File: config.mk
export PLATFORM = sky130hd
export DESIGN_NAME = tt_input_debounce
export DESIGN_NICKNAME = d
export VERILOG_FILES = /design/src/rtl/tt_input_debounce.sv
export SDC_FILE = /design/constraint.sdc
export NUM_CORES = 1
export LEC_CHECK = 0
export CORE_MARGIN = 2
export CORE_UTILIZATION = 60
export DETAILED_ROUTE_END_ITERATION = 6
export HOLD_SLACK_MARGIN = 0.1
export PLACE_DENSITY = 0.84
export SLEW_MARGIN = 20
export SYNTH_ARGS = -nofsm -noshare
export SYNTH_HDL_FRONTEND = slang
export SYNTH_SLANG_ARGS = --single-unit
File: constraint.sdc
create_clock -name clk -period 4.69 [get_ports clk]
set_clock_uncertainty 0.15 [all_clocks]
set_input_delay 0.938 -clock clk [delete_from_list [all_inputs] [get_ports clk]]
set_output_delay 0.938 -clock clk [all_outputs]
set_load 0.03 [all_outputs]
File: src/rtl/tt_input_debounce.sv
// tt_input_debounce: per-bit synchroniser, consecutive-cycle debounce filter and rise/fall pulses.
// Optional: define TT_DEBOUNCE_GLITCH_CNT_EN to add the saturating 8-bit glitch_count output.
module tt_input_debounce #(
    parameter int WIDTH           = 8,
    parameter int SYNC_STAGES     = 2,
    parameter int DEBOUNCE_CYCLES = 16
) (
    input  logic             clk,
    input  logic             rst_n,
    input  logic             en,
    input  logic [WIDTH-1:0] raw_in,
    output logic [WIDTH-1:0] stable_out,
    output logic [WIDTH-1:0] rise_pulse,
    output logic [WIDTH-1:0] fall_pulse,
    output logic             any_change
`ifdef TT_DEBOUNCE_GLITCH_CNT_EN
    ,
    output logic [7:0]       glitch_count
`endif
);

    localparam int CNT_W = $clog2(DEBOUNCE_CYCLES + 1);
    localparam logic [CNT_W-1:0] CNT_LAST = CNT_W'(DEBOUNCE_CYCLES - 1);

    logic [WIDTH-1:0] sync_q [SYNC_STAGES];
    logic [WIDTH-1:0] sync;
    logic [CNT_W-1:0] cnt     [WIDTH];
    logic [CNT_W-1:0] cnt_nxt [WIDTH];
    logic [WIDTH-1:0] commit;

    // Synchroniser runs regardless of en so the filter never sees stale data on re-enable.
    always_ff @(posedge clk or negedge rst_n) begin
        if (!rst_n) begin
            for (int unsigned s = 0; s < SYNC_STAGES; s++) begin
                sync_q[s] <= '0;
            end
        end else begin
            sync_q[0] <= raw_in;
            for (int unsigned s = 1; s < SYNC_STAGES; s++) begin
                sync_q[s] <= sync_q[s-1];
            end
        end
    end

    assign sync = sync_q[SYNC_STAGES-1];

    always_comb begin
        commit = '0;
        for (int unsigned i = 0; i < WIDTH; i++) begin
            cnt_nxt[i] = '0;
            if (sync[i] != stable_out[i]) begin
                if (cnt[i] == CNT_LAST) begin
                    commit[i] = 1'b1;
                end else begin
                    cnt_nxt[i] = cnt[i] + CNT_W'(1);
                end
            end
        end
    end

    always_ff @(posedge clk or negedge rst_n) begin
        if (!rst_n) begin
            stable_out <= '0;
            rise_pulse <= '0;
            fall_pulse <= '0;
            any_change <= 1'b0;
            for (int unsigned i = 0; i < WIDTH; i++) begin
                cnt[i] <= '0;
            end
        end else if (en) begin
            stable_out <= stable_out ^ commit;
            rise_pulse <= commit & sync;
            fall_pulse <= commit & ~sync;
            any_change <= |commit;
            for (int unsigned i = 0; i < WIDTH; i++) begin
                cnt[i] <= cnt_nxt[i];
            end
        end else begin
            rise_pulse <= '0;
            fall_pulse <= '0;
            any_change <= 1'b0;
        end
    end

`ifdef TT_DEBOUNCE_GLITCH_CNT_EN
    logic [7:0] glitch_sat;

    // An abort is a partially counted mismatch that the input abandoned before committing.
    always_comb begin
        int unsigned total;
        total = 32'(glitch_count);
        for (int unsigned i = 0; i < WIDTH; i++) begin
            if ((cnt[i] != '0) && (sync[i] == stable_out[i])) begin
                total = total + 1;
            end
        end
        glitch_sat = (total > 255) ? 8'hFF : total[7:0];
    end

    always_ff @(posedge clk or negedge rst_n) begin
        if (!rst_n) begin
            glitch_count <= '0;
        end else if (en) begin
            glitch_count <= glitch_sat;
        end
    end
`endif

endmodule

## Word level (Yosys, flattened, before mapping)

Index checks and enable logic that the tools add are counted.

- Output and inout port bits: 25
- Bits of input ports: 11
- Register bits: 81
- Logic and storage cells: 78

- Reductions and logical operators: 1
- Bitwise logic cells: 4
- Add/sub/neg operators: 8
- Eq/ne operators: 16
- Mux-type cells: 35

Operators by type and width:

| kind | count |
|---|---|
| $mux 5 | 16 |
| $add 5x1->5 const B | 8 |
| $eq 5x4->1 const B | 8 |
| $mux 1 | 17 |
| $and 8x8->8 | 2 |
| $mux 8 | 2 |
| $ne 1x1->1 | 8 |
| $not 8->8 | 1 |
| $reduce_or 8->1 | 1 |
| $xor 8x8->8 | 1 |

## Logic depth before layout (Yosys ltp)

- Depth in word-level cells: 5
- Gate-level depth with buffers: 5
- Gate-level depth less buffers: 4

## Least setup slack after synthesis

No wires, ideal clock.

- Kind: in2reg
- Start point: input port en
- End point: register with a tool-made name
- Buffers on the path: 2
- Cell stages on the path: 5
- Required time: 4.415 ns
- Setup slack: 2.648 ns
- Library setup time: 0.125 ns
- Arrival: 1.767 ns
- Path through: buf_4 -> inv_2 -> buf_6 -> or2_4 -> mux2_4

RTL lines:

| what | RTL line | text |
|---|---|---|
| start, declared | 10 | `input logic en,` |

==> results.sh <==
export IMPL_synth_edf_count=0
export IMPL_area_growth_pct=18.1
export IMPL_finalSetupViolations=0
export IMPL_worstSetupPathType="input port to flip-flop"
export IMPL_whs_path_depth=0
export IMPL_cp_max_fo=36
export IMPL_place_ws_ps=1670
export IMPL_critPathBufInv=3
export IMPL_reg2reg_to="any_change"
export IMPL_ys_ff_latch=81
export IMPL_clk_pin_slew_worst_paths_ps=80
export IMPL_slew_headroom=0.352
export IMPL_final_core_util=0.731
export IMPL_dieWidth_um=79.4
export IMPL_hold_viol_final=0
export IMPL_cts_root_buf="clkbuf_8"
export IMPL_holdPathEnd="sync[4]"
export IMPL_cpPeakStageDelay_ps=450
export IMPL_power_density_nw_per_um2=345
export IMPL_core_sq_um=5510
export IMPL_first_iter_violations=126
export IMPL_clk_latency_ps=340
export IMPL_ys_seq_area_frac=0.595
export IMPL_hold_class="flip-flop to flip-flop"
export IMPL_crit_required_ps=4770
export IMPL_crit_slowest_cell="clkdlybuf4s50_1"
export IMPL_worstMarginPinSlew_ps=972
export IMPL_post_cts_resized=0
export IMPL_tritoncts="built"
export IMPL_critPathArrivalTime_ps=2750
export IMPL_endpoint_kind="flip-flop"
export IMPL_vdd_drop_max_mv=0.278
export IMPL_grt_start_max_net_pins=82
export IMPL_hold_slack_ps=202
export IMPL_cts_setup_buffers=0
export IMPL_rrSetupSlack_ps=2940
export IMPL_wl_um=5560
export IMPL_grt_pass1_vias=2113
export IMPL_power_mw=1.39
export IMPL_outcome="complete, no violations"
export IMPL_rsz0062_at_grt="false"
export IMPL_synth_largest_area_cell="dfrtp_1"
export IMPL_ios=36
export IMPL_cp_cell_sequence="clkdlybuf4s50_1 -> buf_4 -> inv_2 -> or2_2 -> mux2_4"
export IMPL_timing_final_ws_setup_ps=2010
export IMPL_finalCritPeriodShare=0.571
export IMPL_synthTopCellsByArea="dfrtp_1 59%, o2bb2ai_1 4.4%, nor3b_1 3.5%, xor2_1 3.3%, ha_1 2.9%"
export IMPL_die_y_um=79.4
export IMPL_r2r_worst_path_cells=4
export IMPL_p_leak_nw=1.79
export IMPL_holdBufCountCts=0
export IMPL_clock_sinks=81
export IMPL_synthTopCellsByCount="81 x dfrtp_1, 17 x o2bb2ai_1, 16 x nor3b_1"
export IMPL_critPathLaunchType="input port"
export IMPL_min_from="sync_q[12]"
export IMPL_place_port_buffers=35
export IMPL_wl_per_cell_um=14.7
export IMPL_dpl_hpwl_um=3580
export IMPL_diodes=0
export IMPL_grt_use_total=0.192
export IMPL_cts_htree_levels=3
export IMPL_synth_fp_nets=279
export IMPL_antenna_found_initial=0
export IMPL_grt_overflow=0
export IMPL_drv_cap=0
export IMPL_cts_buffers=9
export IMPL_yosys_cell_count_top_type="dfrtp_1"
export IMPL_fp_row_count=27
export IMPL_synth_distinct_cells=38
export IMPL_synthArstFlopShare=1.00
export IMPL_synthCells=260
export IMPL_setup_tns_final_ps=0
export IMPL_ant_nets=0
export IMPL_grt_pass1_wl_um=9360
export IMPL_clock_fmax_ghz=0.374
export IMPL_final_nets=319
export IMPL_fillers=386
export IMPL_num_vias=2174
export IMPL_dieArea_sq_um=6300
export IMPL_final_max_slew_viol_count=0
export IMPL_crit_family="buffers and inverters"
export IMPL_syn_area_sq_um=3410
export IMPL_ys_flop_type="dfrtp_1"
export IMPL_critPathLaunch="en"
export IMPL_fin_crit_ps=2680
export IMPL_route_detailed_drc=0
export IMPL_place_congestion=0.759
export IMPL_drtPass1Iterations=4
export IMPL_synth_avg_cell_area_sq_um=13.1
export IMPL_cts_buffer_depth=2
export IMPL_via_per_inst=5.77
export IMPL_yosysWarnings=0
export IMPL_drive_above_1_share=0.0984
export IMPL_initial_core_util=0.619
export IMPL_r2r_start="cnt[30]"
export IMPL_yosys_area_top_type_share=0.595
[placed cells by master (no fill, tap or decap), types with 2 or more instances in the layout]
cell type / netlist / routed
mux2i_1: 7 / 7
mux2_4: 5 / 5
dfrtp_1: 81 / 81
nor3b_1: 16 / 16
nand3_1: 14 / 14
or2_2: 4 / 4
clkbuf_8: 0 / 9
mux2_1: 2 / 2
nor2b_1: 6 / 6
nand2b_1: 2 / 2
xnor2_1: 7 / 7
bufinv_16: 0 / 2
clkinv_2: 0 / 3
o2bb2ai_1: 17 / 17
a31oi_1: 10 / 10
o21ai_0: 8 / 8
buf_4: 1 / 2
clkdlybuf4s50_1: 0 / 34
a32o_1: 6 / 6
nand2_1: 4 / 4
o21a_1: 8 / 8
nand4b_1: 7 / 7
inv_1: 8 / 8
or2_1: 2 / 2
xor2_1: 13 / 13
o22ai_1: 3 / 3
ha_1: 8 / 8
nor4_1: 3 / 3
o21bai_1: 2 / 2
[per-stage QoR]
step | std cells | area, sq um
floorplan | 260 | 3410
global placement | 361 | 3810
detailed placement | 361 | 3810
CTS | 377 | 4020
global route | 377 | 4020
finish | 377 | 4020
[registers in the layout, summed over array words and instances (netlist names), named ones only]
register    flops
any_change      1
cnt            40
fall_pulse      8
rise_pulse      8
sync            8
sync_q          8
[final cells by class]
type                    instances  area, sq um  area share
clock buffers                  10          128      0.0317
clock inverters                 6         82.6      0.0205
inverters                       9         33.8     0.00840
multi-input cells             163         1310       0.325
well taps                      72         90.1      0.0224
flip-flops and latches         81         2030       0.504
repair buffers                 36          355      0.0883
[worst reg2reg max path, delay by kind of cell (launching register included)]
kind / cells / cell delay [ps]
adders and majority gates: 1 / 250
DFF: 1 / 410
and+or+nand+nor: 1 / 230
AOI/OAI and AO/OA: 2 / 590
[cells by family (layout without fill, tap and decap cells)]
logic type                 after synthesis  after routing  share of synthesized area
xor gates and xnor gates                21             21                     0.0562
adders and majority gates                8              8                     0.0294
buffers and inverters                   16             61                     0.0217
AOI/OAI and AO/OA                       57             57                      0.127
and+or+nand+nor                         62             62                      0.119
DFF                                     81             81                      0.595
muxes                                   15             15                     0.0525
[where the power goes]
part / switching, mW / total, mW / leakage [nW] / internal [mW]
Combinational: 0.0533 / 0.0962 / 0.604 / 0.0429
Sequential: 0.0309 / 0.759 / 1.08 / 0.728
Clock: 0.235 / 0.532 / 0.106 / 0.297
[per-layer routing]
| metal | share of wire | track usage | vias to the layer above |
|---|---|---|---|
| li1 | - | - | 1035 |
| met1 | 0.47 | 0.244 | 1087 |
| met2 | 0.49 | 0.316 | 49 |
| met3 | 0.035 | 0.0520 | 3 |
| met4 | 0.0072 | 0.0759 | 0 |
| met5 | 0 | 0 | - |
[worst max path at each step]
stage / to / slack [ps] / cells after the start
after floorplan: flip-flop / 2650 / 5
after global placement: flip-flop / 1680 / 5
after detailed placement: flip-flop / 1670 / 5
after CTS: flip-flop / 2030 / 5
after global routing: flip-flop / 1920 / 5
final: flip-flop / 2010 / 5
(Power assumes the default switching activity.)
